--- src/rtl/uart_tx_fifo.sv ---
// uart_tx_fifo: small synchronous byte FIFO feeding a fixed-divider UART transmitter
// (start bit, DBIT data bits LSB first, one stop bit).
module uart_tx_fifo #(
  parameter int DBIT    = 8,
  parameter int CLK_DIV = 5208,
  parameter int ADDR_W  = 3
) (
  input  logic            clk,
  input  logic            r,
  input  logic            we,
  input  logic [DBIT-1:0] din,
  output logic            tx,
  output logic            full,
  output logic            empty,
  output logic            tx_busy,
  output logic            tx_done_tick,
  output logic            overflow,
  output logic [1:0]      dbg_state
);

  localparam int DEPTH  = 1 << ADDR_W;
  localparam int BAUD_W = $clog2(CLK_DIV);
  localparam int BIT_W  = (DBIT > 1) ? $clog2(DBIT) : 1;

  typedef enum logic [1:0] {S_IDLE, S_START, S_DATA, S_STOP} state_t;

  state_t              state_q, state_d;
  logic [BAUD_W-1:0]   baud_q, baud_d;
  logic [BIT_W-1:0]    bit_q, bit_d;
  logic [DBIT-1:0]     shift_q, shift_d, shifted;
  logic                tx_q, tx_d;

  logic [DBIT-1:0]     mem [DEPTH];
  logic [ADDR_W-1:0]   wr_ptr_q, rd_ptr_q;
  logic [ADDR_W:0]     count_q, count_d;
  logic                full_q, empty_q, overflow_q;

  logic                pop, push, last_baud;

  // Handshake: we is a strobe with no ready. A byte is taken when we && (!full || pop);
  // a pop frees a slot on the same edge, so a write into a full FIFO is kept then.
  assign pop       = (state_q == S_IDLE) && !empty_q;
  assign push      = we && (!full_q || pop);
  assign last_baud = (baud_q == BAUD_W'(CLK_DIV - 1));
  assign shifted   = shift_q >> 1;

  always_comb begin
    count_d = count_q;
    unique case ({push, pop})
      2'b10:   count_d = count_q + (ADDR_W+1)'(1);
      2'b01:   count_d = count_q - (ADDR_W+1)'(1);
      default: count_d = count_q;
    endcase
  end

  always_comb begin
    state_d = state_q;
    baud_d  = baud_q;
    bit_d   = bit_q;
    shift_d = shift_q;
    tx_d    = tx_q;
    unique case (state_q)
      S_IDLE: begin
        tx_d = 1'b1;
        if (pop) begin
          state_d = S_START;
          baud_d  = '0;
          shift_d = mem[rd_ptr_q];
          tx_d    = 1'b0;
        end
      end
      S_START: begin
        if (last_baud) begin
          state_d = S_DATA;
          baud_d  = '0;
          bit_d   = '0;
          tx_d    = shift_q[0];
        end else begin
          baud_d = baud_q + BAUD_W'(1);
        end
      end
      S_DATA: begin
        if (last_baud) begin
          baud_d  = '0;
          shift_d = shifted;
          if (bit_q == BIT_W'(DBIT - 1)) begin
            state_d = S_STOP;
            tx_d    = 1'b1;
          end else begin
            bit_d = bit_q + BIT_W'(1);
            tx_d  = shifted[0];
          end
        end else begin
          baud_d = baud_q + BAUD_W'(1);
        end
      end
      S_STOP: begin
        tx_d = 1'b1;
        if (last_baud) begin
          state_d = S_IDLE;
          baud_d  = '0;
        end else begin
          baud_d = baud_q + BAUD_W'(1);
        end
      end
      default: begin
        state_d = S_IDLE;
        tx_d    = 1'b1;
      end
    endcase
  end

  always_ff @(posedge clk) begin
    if (!r && push) begin
      mem[wr_ptr_q] <= din;
    end
  end

  always_ff @(posedge clk) begin
    if (r) begin
      state_q    <= S_IDLE;
      baud_q     <= '0;
      bit_q      <= '0;
      shift_q    <= '0;
      tx_q       <= 1'b1;
      wr_ptr_q   <= '0;
      rd_ptr_q   <= '0;
      count_q    <= '0;
      full_q     <= 1'b0;
      empty_q    <= 1'b1;
      overflow_q <= 1'b0;
    end else begin
      state_q    <= state_d;
      baud_q     <= baud_d;
      bit_q      <= bit_d;
      shift_q    <= shift_d;
      tx_q       <= tx_d;
      count_q    <= count_d;
      full_q     <= (count_d == (ADDR_W+1)'(DEPTH));
      empty_q    <= (count_d == '0);
      overflow_q <= we && full_q && !pop;
      if (push) wr_ptr_q <= wr_ptr_q + ADDR_W'(1);
      if (pop)  rd_ptr_q <= rd_ptr_q + ADDR_W'(1);
    end
  end

  assign tx           = tx_q;
  assign full         = full_q;
  assign empty        = empty_q;
  assign overflow     = overflow_q;
  assign tx_busy      = (state_q != S_IDLE);
  assign tx_done_tick = (state_q == S_STOP) && last_baud;
  assign dbg_state    = state_q;

endmodule

--- config.mk ---
export PLATFORM = sky130hd
export DESIGN_NAME = uart_tx_fifo
export DESIGN_NICKNAME = d
export VERILOG_FILES = /design/src/rtl/uart_tx_fifo.sv
export SDC_FILE = /design/constraint.sdc
export NUM_CORES = 1
export LEC_CHECK = 0
export ABC_AREA = 1
export BUFFER_PORTS_ARGS = -buffer_cell sky130_fd_sc_hd__buf_2
export CAP_MARGIN = 15
export CORE_MARGIN = 3
export CORE_UTILIZATION = 35
export CTS_CLUSTER_SIZE = 30
export DETAILED_ROUTE_END_ITERATION = 8
export HOLD_SLACK_MARGIN = 0.15
export PLACE_DENSITY_LB_ADDON = 0.12
export RECOVER_POWER = 25
export SETUP_SLACK_MARGIN = 0.15
export SLEW_MARGIN = 40
export SYNTH_ARGS = -nofsm -noshare
export SYNTH_HDL_FRONTEND = slang
export SYNTH_SLANG_ARGS = --single-unit
export TNS_END_PERCENT = 1
--- constraint.sdc ---
create_clock -name clk -period 5.3 [get_ports clk]
set_clock_uncertainty 0.2 [all_clocks]
set_input_delay 1.06 -clock clk [delete_from_list [all_inputs] [get_ports clk]]
set_output_delay 1.06 -clock clk [all_outputs]
set_load 0.02 [all_outputs]
; ---- After elaboration in Yosys (flattened, before gate mapping)
; Memories as Yosys holds them, arrays and structs flattened. A register that Yosys moved wholly into a read port is not among the register bits.
; Index checks and enable logic that the tools add are counted.
[word_totals]
mem_bits_rw = 64
out_inout_bits = 8
regBits = 40
memories = 1
[op_classes]
n_mux = 26
addsub = 6
n_eq_ne = 14
reduce_logical = 21
[mem_list]
columns = memory, words, word_bits, read_ports, rd_ports_with_merged_regs, wr, line_no
row1 = mem, 8, 8, 1, 1, 1, 33  ; logic [DBIT-1:0] mem [DEPTH];
[op_table]
columns = operator, n
row1 = 2-to-1 mux 13 bit, 2
row2 = one-hot mux 13 bit (2 select lines), 1
row3 = 2-to-1 mux 8 bit, 2
row4 = one-hot mux 8 bit (2 select lines), 1
row5 = 2-to-1 mux 3 bit, 5
row6 = "adder 13 x 1 -> 13 bit, second input constant", 1
row7 = "== test 13 bit, second input constant", 1
row8 = "!= test 2 bit, second input constant", 6
row9 = 2-to-1 mux 2 bit, 5
row10 = "adder 3 x 1 -> 3 bit, second input constant", 3
row11 = one-hot mux 2 bit (4 select lines), 1
row12 = one-hot mux 4 bit (2 select lines), 1
row13 = "== test 2 bit, second input constant", 3
row14 = logical AND 1 bit, 6
row15 = 2-to-1 mux 1 bit, 6
row16 = one-hot mux 3 bit (2 select lines), 1
row17 = nonzero test 2 bit, 3
row18 = AND reduction 5 bit, 1
row19 = "adder 4 x 1 -> 4 bit, second input constant", 1
row20 = "== test 2 x 1 -> 1 bit, second input constant", 2
row21 = "== test 4 bit, second input constant", 1
row22 = logical NOT 1 bit, 4
row23 = logical NOT 4 bit, 1
row24 = one-hot mux 1 bit (4 select lines), 1
row25 = other kinds (8), 8

; ---- Longest topological paths before layout
[logic_depth]
word_depth = 7
depth_mapped = 19
depth_no_buf = 19

; ---- Worst setup path before layout
; Ideal clock, no wire load.
[synth_path]
path_type = register to register
startpoint = reg state_q[0] (netlist: dbg_state[0])
endpoint = reg empty_q (netlist: empty)
setup_time_ps = 109
path_stages_with_launch = 20
slack_ps = 2557
path_buffers = 0
arrival_time_ps = 2434
period_less_slack_ps = 2743
required_ps = 4991
cell_sequence = dfxtp_1 > inv_1 > ha_1 > inv_2 > nor2_8 > inv_2 > nand2_2 > nand2_2 > ha_1 > nand2_1 > inv_1 > nor2_1 > ha_1 > a21oi_1 > xnor2_1 > nand2_1 > nand3_1 > nand2_1 > nand2_1 > inv_1
[synth_via]
elab_chain_len = 7
[synth_rtl]
columns = item, line_no
row1 = start: declaration, 27  ; state_t state_q, state_d;
row2 = start signal: assignment, 133  ; state_q <= state_d;
row3 = logical NOT 2 bit *, 42  ; assign pop = (state_q == S_IDLE) && !empty_q;
row4 = logical AND 1 bit *, 42
row5 = net pop, 38  ; logic pop, push, last_baud;
row6 = logical OR 1 bit, 43  ; assign push = we && (!full_q || pop);
row7 = logical AND 1 bit, 43
row8 = == test 2 x 1 -> 1 bit / == test 2 bit (equally long branches), 49  ; unique case ({push, pop})
row9 = one-hot mux 4 bit (2 select lines) *, 49
row10 = logical NOT 4 bit *, 140  ; empty_q <= (count_d == '0);
row11 = end signal: assignment, 140
row12 = end: declaration, 36  ; logic full_q, empty_q, overflow_q;
; The timed path passes the listed nets; every way through them passes the cells marked *.
; A chain may end at the register's enable or synchronous reset.

; ---- Final worst setup path
[layout_path]
startpoint = reg baud_q[0]
endpoint = out tx_done_tick
[layout_via]
elab_chain_len = 2
[layout_rtl]
columns = item, line_no
row1 = start: declaration, 28  ; logic [BAUD_W-1:0] baud_q, baud_d;
row2 = start signal: assignment, 134  ; baud_q <= baud_d;
row3 = == test 13 bit, 44  ; assign last_baud = (baud_q == BAUD_W'(CLK_DIV - 1));
row4 = logical AND 1 bit, 152  ; assign tx_done_tick = (state_q == S_STOP) && last_baud;
row5 = end: declaration, 16  ; output logic tx_done_tick,
; Every way passes these cells.

==> flow_summary.ini <==
[sta]
report.final.setup_viol = 0
maxSlewHeadroom = 0.541
fmax_mhz = 350
worst-slew-pin-transition_ns = 0.686
hold_viol = 0
slew_violations = 0
fin_crit_sh = 0.539
period_minus_slack_ns = 2.86
layout_setup_ws_ns = 2.44
rsz0062_at_grt = no
setup_tns_ns = 0

[drt]
drtPass1Iterations = 5
drt_iter0_markers = 172
routedWlPerCell_um = 14.4
vias_per_cell = 4.87
drtAntennaViolNets = 0
routed_wl_mm = 10.2
drc_errors = 0
vias = 3433

[yosys]
synth_nets = 535
yosysTopAreaCell = edfxtp_1
syn_area_per_cell_um2 = 9.35
yosysSeqAreaShare = 0.583
syn_area_mm2 = 0.00478
synth.distinct_cells = 32
netlist.area_leader.share = 0.402
synth-seq-cells = 107
syn_inst = 511
synthTopCellsByArea = edfxtp_1 40%, dfxtp_1 18%, nand2_1 9.3%, nand3_1 7.5%, nor2_1 3.6%
yosysWarningCount = 0

[finish]
nFillCells = 1333
multiInputGateArea_mm2 = 0.00173
layout_commonest_cell = nand2_1
drive_gt1_frac = 0.102
diodes = 0
syn_to_final_growth_pct = 10.6
seqCellArea_mm2 = 0.00278
final_cell_mix = 118 x nand2_1, 72 x nand3_1, 64 x edfxtp_1
nets = 548

[pwr]
peakVddDrop_uv = 203
power.density_mw_per_mm2 = 485
power_leakage_nw = 2.02

[cts]
cts_setup_buffers = 0
cts-root-buf = clkbuf_16
hold_buffers = 0
cts_htree_levels = 3
cts_resized = 0
clk_pin_slew_ns = 0.07
cts_tree = yes
cts.sinks = 107
cts_buffers = 9
clock_latency_ns = 0.35
cts.path.max_buffers = 2

[die]
die_area_mm2 = 0.0151
die_height_um = 123
ios = 19
num_rows = 42
coreArea_mm2 = 0.0133
fp.dieW_um = 123
start_util = 0.359

[min_path]
hp-class = flop to flop
holdPathStages = 2

[global_routing]
track_usage = 0.146
first_global_vias = 3224
antenna_found_initial = 0
grt_pass1_wl_mm = 16.6
grt_start_max_net_pins = 35
grt_overflow = 0

[worst_setup_path]
crit_arrival_ns = 1.60
critPathCaptureType = output port
critPathKind = flop to output port
critical_path_required_ns = 4.04
crit_fanout = 4
rr_worst_depth = 19
start_kind = flop

[place]
globalplace.congestion = 0.871
hpwl_mm = 7.09
post-place-ws_ns = 2.46
port_buffers = 18

[outcome]
status = completed

[job]
cap_violations = 0
## cell usage after synthesis
master    number
nand2_1      118
nand3_1       72
edfxtp_1      64
nor2_1        46
dfxtp_1       43
inv_1         41
a21oi_1       27
o21ai_0       18
ha_1          13
buf_2         12
or2_2          9
nor3_1         8
inv_2          5
nand2_2        5
nand4_1        4
clkbuf_1       3
nor4_1         3
o211ai_1       3
nor3b_2        2
xnor2_1        2
xor2_1         2
a21oi_4        1
a32oi_1        1
buf_4          1
buf_6          1
nand3_4        1
nor2_8         1
nor3_4         1
nor3b_1        1
o211a_1        1
o21a_1         1
o21ai_2        1
## registers in the layout, indices dropped and copies added (netlist names), named ones only
signal	flops
mem	64
bit_q	3
dbg_state	2
count_q	4
overflow	1
baud_q	13
tx	1
full	1
shift_q	8
empty	1
rd_ptr_q	3
wr_ptr_q	3
## report_power, final
group	switching (mW)	internal, mW	leakage [nW]	total, mW
registers	0.0810	0.980	0.929	1.06
clock network	0.314	0.326	0.137	0.641
logic	0.572	0.288	0.954	0.860
total	0.967	1.59	2.02	2.56
## worst max-delay path: stages (launching register included)
cell and delay (ns):
dfxtp_1 0.38, ha_1 0.23, nand4_1 0.11, nor4_1 0.30
buf_2 0.22
## worst paths after layout
check / from / end / slack [ns]
min: rd_ptr_q[2] / rd_ptr_q[2] / 0.26
max reg2reg: dbg_state[0] / empty / 2.53
max: baud_q[0] / tx_done_tick / 2.44
min reg2reg: rd_ptr_q[2] / rd_ptr_q[2] / 0.26
## kinds of logic (layout without fill, tap and decap cells)
logic type | count (synthesis) | count (layout) | share of synthesized area
AND/OR/NAND/NOR | 271 | 271 | 0.258
flip-flops | 107 | 107 | 0.583
buffers and inverters | 63 | 81 | 0.0550
AO/OA/AOI/OAI | 53 | 53 | 0.0626
adder cells (fa/ha/maj) | 13 | 13 | 0.0341
XOR/XNOR | 4 | 4 | 0.00734
## per-layer routing
metal	part of all wire	vias to the layer above	global-route usage
met5	0	-	0
met4	0.024	0	0.0651
met3	0.027	21	0.0263
met2	0.49	49	0.237
met1	0.46	1620	0.190
li1	-	1743	-
## cell type report
cell class | instances | share of cell area
multi-input combinational | 341 | 0.328
inverter | 46 | 0.0327
tap | 176 | 0.0417
sequential | 107 | 0.527
timing repair buffer | 19 | 0.0168
clock inverter | 7 | 0.0114
clock buffer | 9 | 0.0427
## metrics by stage
step	hold WS, ns	utilization	cell area [um^2]	cells	power (mW)
4_1_cts	0.262	0.398	5290	705	2.60
6_report	0.260	0.397	5280	705	2.56
3_3_place_gp	0.249	0.376	5000	689	1.95
5_1_grt	0.287	0.397	5280	705	2.77
3_5_place_dp	0.251	0.376	5000	689	1.96
2_1_floorplan	0.233	-	4780	511	1.74
No activity file was read; power rests on OpenSTA's default activity.
